<file path="config.mk">
export PLATFORM = sky130hd
export DESIGN_NAME = mlp_layer_sequencer
export DESIGN_NICKNAME = d
export VERILOG_FILES = /design/src/rtl/mlp_layer_sequencer.sv
export SDC_FILE = /design/constraint.sdc
export NUM_CORES = 1
export LEC_CHECK = 0
export BUFFER_PORTS_ARGS = -buffer_cell sky130_fd_sc_hd__buf_2
export CORE_MARGIN = 2
export CORE_UTILIZATION = 25
export DETAILED_ROUTE_END_ITERATION = 7
export GPL_ROUTABILITY_DRIVEN = 0
export PLACE_DENSITY = 0.5
export SYNTH_ARGS = -nofsm -noshare
export SYNTH_HDL_FRONTEND = slang
export SYNTH_SLANG_ARGS = --single-unit
</file>
<file path="constraint.sdc">
create_clock -name clk -period 7.7 [get_ports clk]
set_clock_uncertainty 0.15 [all_clocks]
set_input_delay 0.77 -clock clk [delete_from_list [all_inputs] [get_ports clk]]
set_output_delay 0.77 -clock clk [all_outputs]
set_load 0.005 [all_outputs]
</file>
<file path="src/rtl/mlp_layer_sequencer.sv">
// Control sequencer for the 4-6-5-3 MLP classifier. Walks every neuron of
// every layer through bias-load, one MAC per input, and writeback on a single
// shared MAC datapath, producing flat weight/bias ROM addresses.
module mlp_layer_sequencer #(
  parameter int N_IN   = 4,
  parameter int N_H1   = 6,
  parameter int N_H2   = 5,
  parameter int N_OUT  = 3,
  parameter int ADDR_W = 8,
  parameter int IDX_W  = 3
) (
  input  logic              clk,
  input  logic              rst,
  input  logic              start_i,
  input  logic              stall_i,
  output logic              busy_o,
  output logic              done_o,
  output logic [1:0]        layer_o,
  output logic [IDX_W-1:0]  neuron_o,
  output logic [IDX_W-1:0]  input_o,
  output logic [ADDR_W-1:0] w_addr_o,
  output logic [ADDR_W-1:0] b_addr_o,
  output logic              mac_clr_o,
  output logic              mac_en_o,
  output logic              wb_en_o,
  output logic              relu_o
);

  typedef enum logic [2:0] {
    S_IDLE = 3'd0,
    S_BIAS = 3'd1,
    S_MAC  = 3'd2,
    S_WB   = 3'd3,
    S_DONE = 3'd4
  } state_e;

  // ROM layout: weights of each layer packed back to back, row-major by
  // destination neuron; biases likewise.
  localparam logic [ADDR_W-1:0] WBASE1 = ADDR_W'(N_IN * N_H1);
  localparam logic [ADDR_W-1:0] WBASE2 = ADDR_W'(N_IN * N_H1 + N_H1 * N_H2);
  localparam logic [ADDR_W-1:0] BBASE1 = ADDR_W'(N_H1);
  localparam logic [ADDR_W-1:0] BBASE2 = ADDR_W'(N_H1 + N_H2);

  state_e            state_q, state_d;
  logic [1:0]        layer_q, layer_d;
  logic [IDX_W-1:0]  neuron_q, neuron_d;
  logic [IDX_W-1:0]  input_q, input_d;

  logic [IDX_W-1:0]  fanin, fanout;
  logic [ADDR_W-1:0] wbase, bbase;
  logic              run_st;

  // Per-layer geometry selected by the current layer counter.
  always_comb begin
    fanin  = IDX_W'(N_IN);
    fanout = IDX_W'(N_H1);
    wbase  = '0;
    bbase  = '0;
    case (layer_q)
      2'd1: begin
        fanin  = IDX_W'(N_H1);
        fanout = IDX_W'(N_H2);
        wbase  = WBASE1;
        bbase  = BBASE1;
      end
      2'd2: begin
        fanin  = IDX_W'(N_H2);
        fanout = IDX_W'(N_OUT);
        wbase  = WBASE2;
        bbase  = BBASE2;
      end
      default: ;
    endcase
  end

  // State and counter registers; reset lands in IDLE with counters cleared.
  always_ff @(posedge clk or posedge rst) begin
    if (rst) begin
      state_q  <= S_IDLE;
      layer_q  <= '0;
      neuron_q <= '0;
      input_q  <= '0;
    end else begin
      // NOTE: non-blocking assignments so every register samples the
      // pre-edge values, independent of statement order.
      state_q  <= state_d;
      layer_q  <= layer_d;
      neuron_q <= neuron_d;
      input_q  <= input_d;
    end
  end

  // Next-state and counter sequencing; stall holds everything in BIAS/MAC/WB.
  always_comb begin
    // NOTE: hold-current defaults on every path keep this block free of latches.
    state_d  = state_q;
    layer_d  = layer_q;
    neuron_d = neuron_q;
    input_d  = input_q;
    case (state_q)
      S_IDLE: begin
        if (start_i) begin
          state_d  = S_BIAS;
          layer_d  = '0;
          neuron_d = '0;
          input_d  = '0;
        end
      end
      S_BIAS: begin
        if (!stall_i) begin
          state_d = S_MAC;
          input_d = '0;
        end
      end
      S_MAC: begin
        if (!stall_i) begin
          if (input_q < fanin - 1'b1) input_d = input_q + 1'b1;
          else                        state_d = S_WB;
        end
      end
      S_WB: begin
        if (!stall_i) begin
          if (neuron_q < fanout - 1'b1) begin
            neuron_d = neuron_q + 1'b1;
            input_d  = '0;
            state_d  = S_BIAS;
          end else if (layer_q < 2'd2) begin
            layer_d  = layer_q + 1'b1;
            neuron_d = '0;
            input_d  = '0;
            state_d  = S_BIAS;
          end else begin
            state_d  = S_DONE;
          end
        end
      end
      S_DONE: begin
        // Return to a clean idle so addresses read 0 between runs.
        state_d  = S_IDLE;
        layer_d  = '0;
        neuron_d = '0;
        input_d  = '0;
      end
      default: state_d = S_IDLE;
    endcase
  end

  assign run_st    = (state_q == S_BIAS) || (state_q == S_MAC) || (state_q == S_WB);
  assign busy_o    = run_st;
  assign done_o    = (state_q == S_DONE);
  assign layer_o   = layer_q;
  assign neuron_o  = neuron_q;
  assign input_o   = input_q;
  assign b_addr_o  = bbase + ADDR_W'(neuron_q);
  assign w_addr_o  = wbase + ADDR_W'(neuron_q) * ADDR_W'(fanin) + ADDR_W'(input_q);
  assign mac_clr_o = (state_q == S_BIAS) && !stall_i;
  assign mac_en_o  = (state_q == S_MAC)  && !stall_i;
  assign wb_en_o   = (state_q == S_WB)   && !stall_i;
  assign relu_o    = (state_q == S_WB)   && (layer_q != 2'd2);

endmodule
</file>
==> metrics.md, run 1 <==
| Metric | Value |
|---|---|
| Outcome | `finished clean` |
| Unrepaired setup endpoints after global routing | `false` |
| First-pass GRT wire length | `5.11 mm` |
| Yosys warnings | `0` |
| Hold-fix buffers, CTS | `0` |
| Synthesized flop and latch total | `11` |
| Max cap viols | `0` |
| Pleak | `between 0.0009 and 0.001 µW` |
| CTS Buf Count | `3` |
| Post-route ant nets | `0` |
| Worst EP arrival | `between 4 and 5 ns` |
| Tot GR Track Use | `between 10% and 20%` |
| Class of the worst hold path | `input pin to async pin` |
| Final WS setup | `roughly 2.5 ns` |
| CP required | `6.78 ns` |
| Ports | `34` |
| Post-DP HPWL | `2.57 mm` |
| Final setup viols | `0` |
| DR pass1 iterations | `4` |
| DIE AREA | `6110 µm²` |
| Ant. Diodes | `0` |
| P&R area growth vs syn | `18.7%` |
| FMAX | `about 190 MHz` |
| Critical path class | `flip-flop to output port` |
| Most frequent CP cell | `fa_1` |
| Register area share after synthesis | `20.0%` |
| Core ar. | `5410 µm²` |
| Fin nets | `about 220` |
| Crit-path cells | `ha_1 > inv_1 > nor2_1 > fa_1 > inv_1 > fa_1 > fa_1 > inv_1 > ha_1 > fa_1 > a21o_1 > a21oi_1 > xnor2_1 > buf_2` |
| Clock Tree Buf Depth | `2` |
| Post_cts resized | `0` |
| Via count | `~1100` |
| CTS tree | `built` |
| Finished Core Util | `a little under a third` |
| Final hold viol count | `0` |
| # DRC | `0` |
| Async SR Flop Fraction | `between 90% and 100%` |
| Critical Path End Type | `output port` |
| CTS sink count | `11` |
| Post-CTS Setup Inserts | `0` |
| Part of the cycle the worst path needs | `around 67%` |
| Port bufs | `30` |
| Final wirelength | `~3.1 mm` |
| DR vias/cell | `between 4 and 5` |
| Ratio of cells with drive above 1 in the final layout | `between 10% and 20%` |
| Largest stage delay, worst path | `0.55 ns` |
| Top FF cell, synth | `dfrtp_1` |
| Die width | `just under 80 µm` |
| Grt total ovfl | `0` |
| Setup TNS | `0 ns` |
| DR WL/cell | `between 10 and 15 µm` |
| Number of distinct library cells after synthesis | `36` |
| Worst-Skew Late Latency | `between 0.2 and 0.3 ns` |
| Max FO, Critical Path | `8` |
| Fill count | `slightly below 600` |
| Cell row count | `27` |
| Slew Viols, Final | `0` |
| Startpoint Class | `flip-flop` |
| Critical path's slowest cell | `fa_1` |
| Final Cell Area | `1630 µm²` |
| Initial antenna violation count | `0` |
| Total power | `around 430 µW` |
| Clock slew at reported path FFs | `0.06 ns` |
| Syn Std Cell Area | `approximately 1400 µm²` |
| Root Driver | `clkbuf_8` |
| Synthesized instance count | `between 150 and 200` |
| Starting Density | `approximately a quarter` |
| Min cycle time layout | `5.16 ns` |
| Syn_area_per_cell | `about 8.9 µm²` |
| Vias in the first global route | `between 1000 and 1500` |
| PD cells | `roughly 260 nW/µm²` |
| Place WS | `around 2.8 ns` |
| Largest net degree at the start of global routing | `12` |
| 1st-iter DRT viols | `22` |
| Htree depth | `1` |
| VDD IR-drop max | `124 µV` |
| EDFF count, synth | `0` |
| Placed cell area | `between 1500 and 2000 µm²` |
| Die Ht | `around 78 µm` |
[through the flow]
stage               hold slack [ns]  cells
global route                  0.417    258
floorplan                     0.392    157
CTS                           0.388    258
global placement              0.474    254
finish                        0.369    258
detailed placement            0.467    254
[placed cells by master, fill, tap and decap left out, types with 2 or more instances in the layout]
master    netlist  final
a21o_1          4      4
a21oi_1        11     11
and2_1          3      3
buf_2           1     30
clkbuf_8        0      3
conb_1          1      3
dfrtp_1        11     11
fa_1            8      8
ha_1           24     24
inv_1          31     31
nand2_1         4      4
nand2b_1        3      3
nand4b_1        2      2
nor2_1         11     11
nor2b_1         3      3
nor3_1          3      3
o21a_1          4      4
o21ai_0         4      4
o21ai_1         2      2
xnor2_1         4      4
xor2_1          2      2
[where the power goes]
group          internal [µW]  leakage [µW]  total [µW]  switching [µW]
Clock                   36.5     0.0000228        60.9            24.4
Sequential              73.6      0.000144         108            33.9
Combinational            121      0.000787         264             144
[cells in the mapped netlist, types with 2 or more instances]
cell	count	share of area, %
inv_1	31	8.5
ha_1	24	22
a21oi_1	11	4.0
dfrtp_1	11	20
nor2_1	11	3.0
fa_1	8	12
a21o_1	4	2.2
buf_4	4	2.2
nand2_1	4	1.1
o21a_1	4	2.2
o21ai_0	4	1.5
xnor2_1	4	2.5
and2_1	3	1.4
nand2b_1	3	1.4
nor2b_1	3	1.4
nor3_1	3	1.1
nand4b_1	2	1.3
o21ai_1	2	0.73
xor2_1	2	1.3
[cells by family after synthesis]
kind of cell | after synthesis | share of synthesized area [%]
flip-flops | 11 | 20.0
multiplexers | 3 | 2.36
AND/OR/NAND/NOR | 33 | 13.0
adder cells (fa/ha/maj) | 32 | 33.5
buffers and inverters | 36 | 11.0
AO/OA/AOI/OAI | 33 | 16.1
XOR/XNOR | 6 | 3.82
other | 1 | 0.272
[path summary, 6_finish.rpt]
| kind | startpoint | endpoint | slack [ns] | cells past startpoint |
|---|---|---|---|---|
| max in group asynchronous | rst | neuron_o[2] | 6.71 | 2 |
| worst max-delay path | layer_o[1] | w_addr_o[6] | 2.54 | 14 |
| worst max register to register | layer_o[1] | input_o[0] | 5.03 | 7 |
| min in group clk | input_o[2] | input_o[2] | 0.46 | 1 |
| worst min-delay path | rst | state_q[1] | 0.37 | 2 |
| worst min register to register | input_o[2] | input_o[2] | 0.46 | 1 |
[critical path, delay by kind of cell, from the launching register on]
family	cells	cell delay (ns)
AOI/OAI and AO/OA	2	0.34
xor gates and xnor gates	1	0.13
adders and majority gates	6	2.43
buffers and inverters	4	0.45
DFF	1	0.48
and+or+nand+nor	1	0.16
[routing by layer]
metal | vias up | wire (µm) | GRT usage, %
li1 | 570 | - | -
met1 | 521 | 1520 | 13.9
met2 | 23 | 1430 | 17.5
met3 | 5 | 113 | 1.49
met4 | 0 | 51 | 4.21
met5 | - | 0 | 0
[cell type report]
cell class	instances	area (µm²)	share of cell area [%]
Clock buffer	4	45.0	2.76
Inverter	31	116	7.12
Multi-Input combinational cell	110	957	58.6
Sequential cell	11	275	16.8
Tap cell	72	90.1	5.51
Timing Repair Buffer	30	150	9.19
[registers in the layout, indices dropped and copies added (netlist names)]
register and count:
input_o 3, neuron_o 3, state_q 3, layer_o 2
Power figures use the tool's default switching activity.
==> inputs of run 2 (changes only) <==
--- a/config.mk
+++ b/config.mk
@@ -5,12 +5,13 @@
 export SDC_FILE = /design/constraint.sdc
 export NUM_CORES = 1
 export LEC_CHECK = 0
+export ABC_AREA = 1
 export BUFFER_PORTS_ARGS = -buffer_cell sky130_fd_sc_hd__buf_2
 export CORE_MARGIN = 2
 export CORE_UTILIZATION = 25
 export DETAILED_ROUTE_END_ITERATION = 7
 export GPL_ROUTABILITY_DRIVEN = 0
-export PLACE_DENSITY = 0.5
+export PLACE_DENSITY = 0.49
 export SYNTH_ARGS = -nofsm -noshare
 export SYNTH_HDL_FRONTEND = slang
 export SYNTH_SLANG_ARGS = --single-unit
==> constraint.sdc (replaced) <==
create_clock -name clk -period 4.91 [get_ports clk]
set_clock_uncertainty 0.15 [all_clocks]
set_input_delay 0.491 -clock clk [delete_from_list [all_inputs] [get_ports clk]]
set_output_delay 0.491 -clock clk [all_outputs]
set_load 0.005 [all_outputs]
==> metrics.md, run 2 <==
| Metric | Value |
|---|---|
| CP required | `4.27 ns` |
| Initial antenna violation count | `0` |
| PD cells | `497 nW/µm²` |
| Fin nets | `between 200 and 300` |
| Vias in the first global route | `1325` |
| Pleak | `0.00115 µW` |
| DIE AREA | `between 6000 and 7000 µm²` |
| Ports | `34` |
| Syn_area_per_cell | `between 7 and 8 µm²` |
| Largest net degree at the start of global routing | `12` |
| Top-area cell type share of the netlist area | `a little under a fifth` |
| Die width | `~83 µm` |
| Ratio of cells with drive above 1 in the final layout | `roughly 24%` |
| Area contributors post-synth | `ha_1, dfrtp_1, inv_1, fa_1, nand2_1` |
| DR pass1 iterations | `4` |
| Synth Area in XOR/XNOR | `between 3 and 4%` |
| CTS sink count | `11` |
| DR WL/cell | `~11 µm` |
| FMAX | `223 MHz` |
| First-pass GRT wire length | `just over 6 mm` |
| Synthesized flop and latch total | `11` |
| Cell row count | `28` |
| Root Driver | `clkbuf_8` |
| Setup TNS | `0 ns` |
| Final wirelength | `3.35 mm` |
| # DRC | `0` |
| Adder-Cell Fraction of Synth Area | `between 20% and 30%` |
| Top cells by count, synth | `inv_1, nand2_1, ha_1` |
| Post-synthesis compound-gate area fraction | `just over 6%` |
| Unrepaired setup endpoints after global routing | `false` |
| Most frequent cells in the layout | `inv_1, nand2_1, buf_2` |
| Top FF cell, synth | `dfrtp_1` |
| Post-route ant nets | `0` |
| Min cycle time layout | `roughly 4.5 ns` |
| Reg area | `between 200 and 300 µm²` |
| Simple-gate share of the synthesized area | `28.4%` |
| Register area share after synthesis | `17.5%` |
| Critical path class | `flip-flop to output port` |
| Multi-input logic area | `1080 µm²` |
| Hold-fix buffers, CTS | `0` |
| Place WS | `between 0.6 and 0.7 ns` |
| Max FO, Critical Path | `6` |
| Startpoint Class | `flip-flop` |
| Core ar. | `around 6000 µm²` |
| Syn Std Cell Area | `1580 µm²` |
| Crit-path cells | `inv_1 > ha_1 > nand2_1 > inv_1 > fa_1 > inv_1 > fa_1 > fa_1 > inv_1 > ha_1 > fa_1 > nand3_1 > nand3_1 > xor2_1 > buf_2` |
| Commonest non-fill, non-tap cell in the layout | `inv_1` |
| Final hold viol count | `0` |
| Max cap viols | `0` |
| Worst R2R Start | `layer_o[0]` |
| Htree depth | `1` |
| Most numerous cell in the Yosys netlist | `inv_1` |
| Post-DP HPWL | `between 2 and 3 mm` |
| Critical path's slowest cell | `fa_1` |
| Yosys warnings | `0` |
| Clock Tree Buf Depth | `2` |
| Via count | `roughly 1300` |
| Grt total ovfl | `0` |
| Main combinational cell family by area after synthesis | `adder cells` |
| Critical Path End Type | `output port` |
| Final WS setup | `0.417 ns` |
| Crit Reg-Reg Endpoint | `input_o[2]` |
| R2R depth | `12` |
| Clock slew at reported path FFs | `~0.060 ns` |
| 1st-iter DRT viols | `42` |
| P&R area growth vs syn | `16.0%` |
| Worst-Skew Late Latency | `0.25 ns` |
| Async SR Flop Fraction | `between 90% and 100%` |
| Class of the worst hold path | `input pin to async pin` |
| Worst EP arrival | `just under 4 ns` |
| Number of distinct library cells after synthesis | `28` |
| Synth area leader | `ha_1` |
| Fill count | `roughly 660` |
| Tot GR Track Use | `a little over a tenth` |
| EDFF count, synth | `0` |
| Die Ht | `83.4 µm` |
| Post-CTS Setup Inserts | `0` |
| Mux contribution to synthesized area | `0%` |
| Outcome | `finished clean` |
| Reg2Reg Setup Slack | `approximately 2.6 ns` |
| Largest stage delay, worst path | `0.54 ns` |
| Port bufs | `30` |
| CTS tree | `built` |
| Starting Density | `26.3%` |
| Slew Viols, Final | `0` |
| Post_cts resized | `0` |
| Crit path from | `layer_o[1]` |
| DR vias/cell | `between 4 and 5` |
| Total power | `just over 900 µW` |
| Synthesized instance count | `between 200 and 250` |
| Ant. Diodes | `0` |
| VDD IR-drop max | `roughly 270 µV` |
| Final setup viols | `0` |
| Part of the cycle the worst path needs | `between 90% and 100%` |
| CTS Buf Count | `3` |
## run 2: logic make-up after synthesis
kind of cell / count (synthesis)
simple gates: 87
fa+ha+maj: 32
xor+xnor: 7
other cells: 1
buf+inv: 54
compound gates: 16
flops: 11
## run 2: metrics by stage
stage | utilization, % | hold WS, ns | cell area, µm² | std cells
6_report | 30.5 | 0.102 | 1830 | 314
3_3_place_gp | 29.7 | 0.385 | 1780 | 310
5_1_grt | 30.5 | 0.151 | 1830 | 314
2_1_floorplan | - | 0.193 | 1580 | 210
4_1_cts | 30.5 | 0.129 | 1830 | 314
3_5_place_dp | 29.7 | 0.396 | 1780 | 310
## run 2: final cells by class
type | instances | share of cell area [%]
well taps | 75 | 5.14
repair buffers | 30 | 8.22
multi-input cells | 145 | 58.9
clock buffers | 4 | 2.47
inverters | 49 | 10.2
flip-flops and latches | 11 | 15.1
## run 2: how the worst max path moves through the flow
stage / end / slack, ns / cells after the start
after floorplan: w_addr_o[6] / 0.91 / 14
after global placement: w_addr_o[6] / 0.73 / 15
after detailed placement: w_addr_o[6] / 0.63 / 15
after CTS: w_addr_o[6] / 0.37 / 15
after global routing: w_addr_o[6] / 0.18 / 15
final: w_addr_o[6] / 0.42 / 15
## run 2: power breakdown
part / total, µW / switching (µW) / internal [µW]
sequential: 186 / 66.2 / 119
combinational: 623 / 375 / 248
clock: 99.0 / 41.5 / 57.5
## run 2: per-layer routing
layer  vias to the layer above  global-route usage, %  part of all wire [%]
li1                        692                      -                     -
met1                       589                   14.0                    49
met2                        33                   17.0                    45
met3                         7                   2.68                   4.8
met4                         0                   3.73                   1.9
met5                         -                      0                     0
## run 2: critical path, delay by kind of cell, from the launching register on
family	cells	cell delay [ns]
adder cells (fa/ha/maj)	6	2.38
flip-flops	1	0.43
buffers and inverters	5	0.38
AND/OR/NAND/NOR	3	0.26
XOR/XNOR	1	0.15
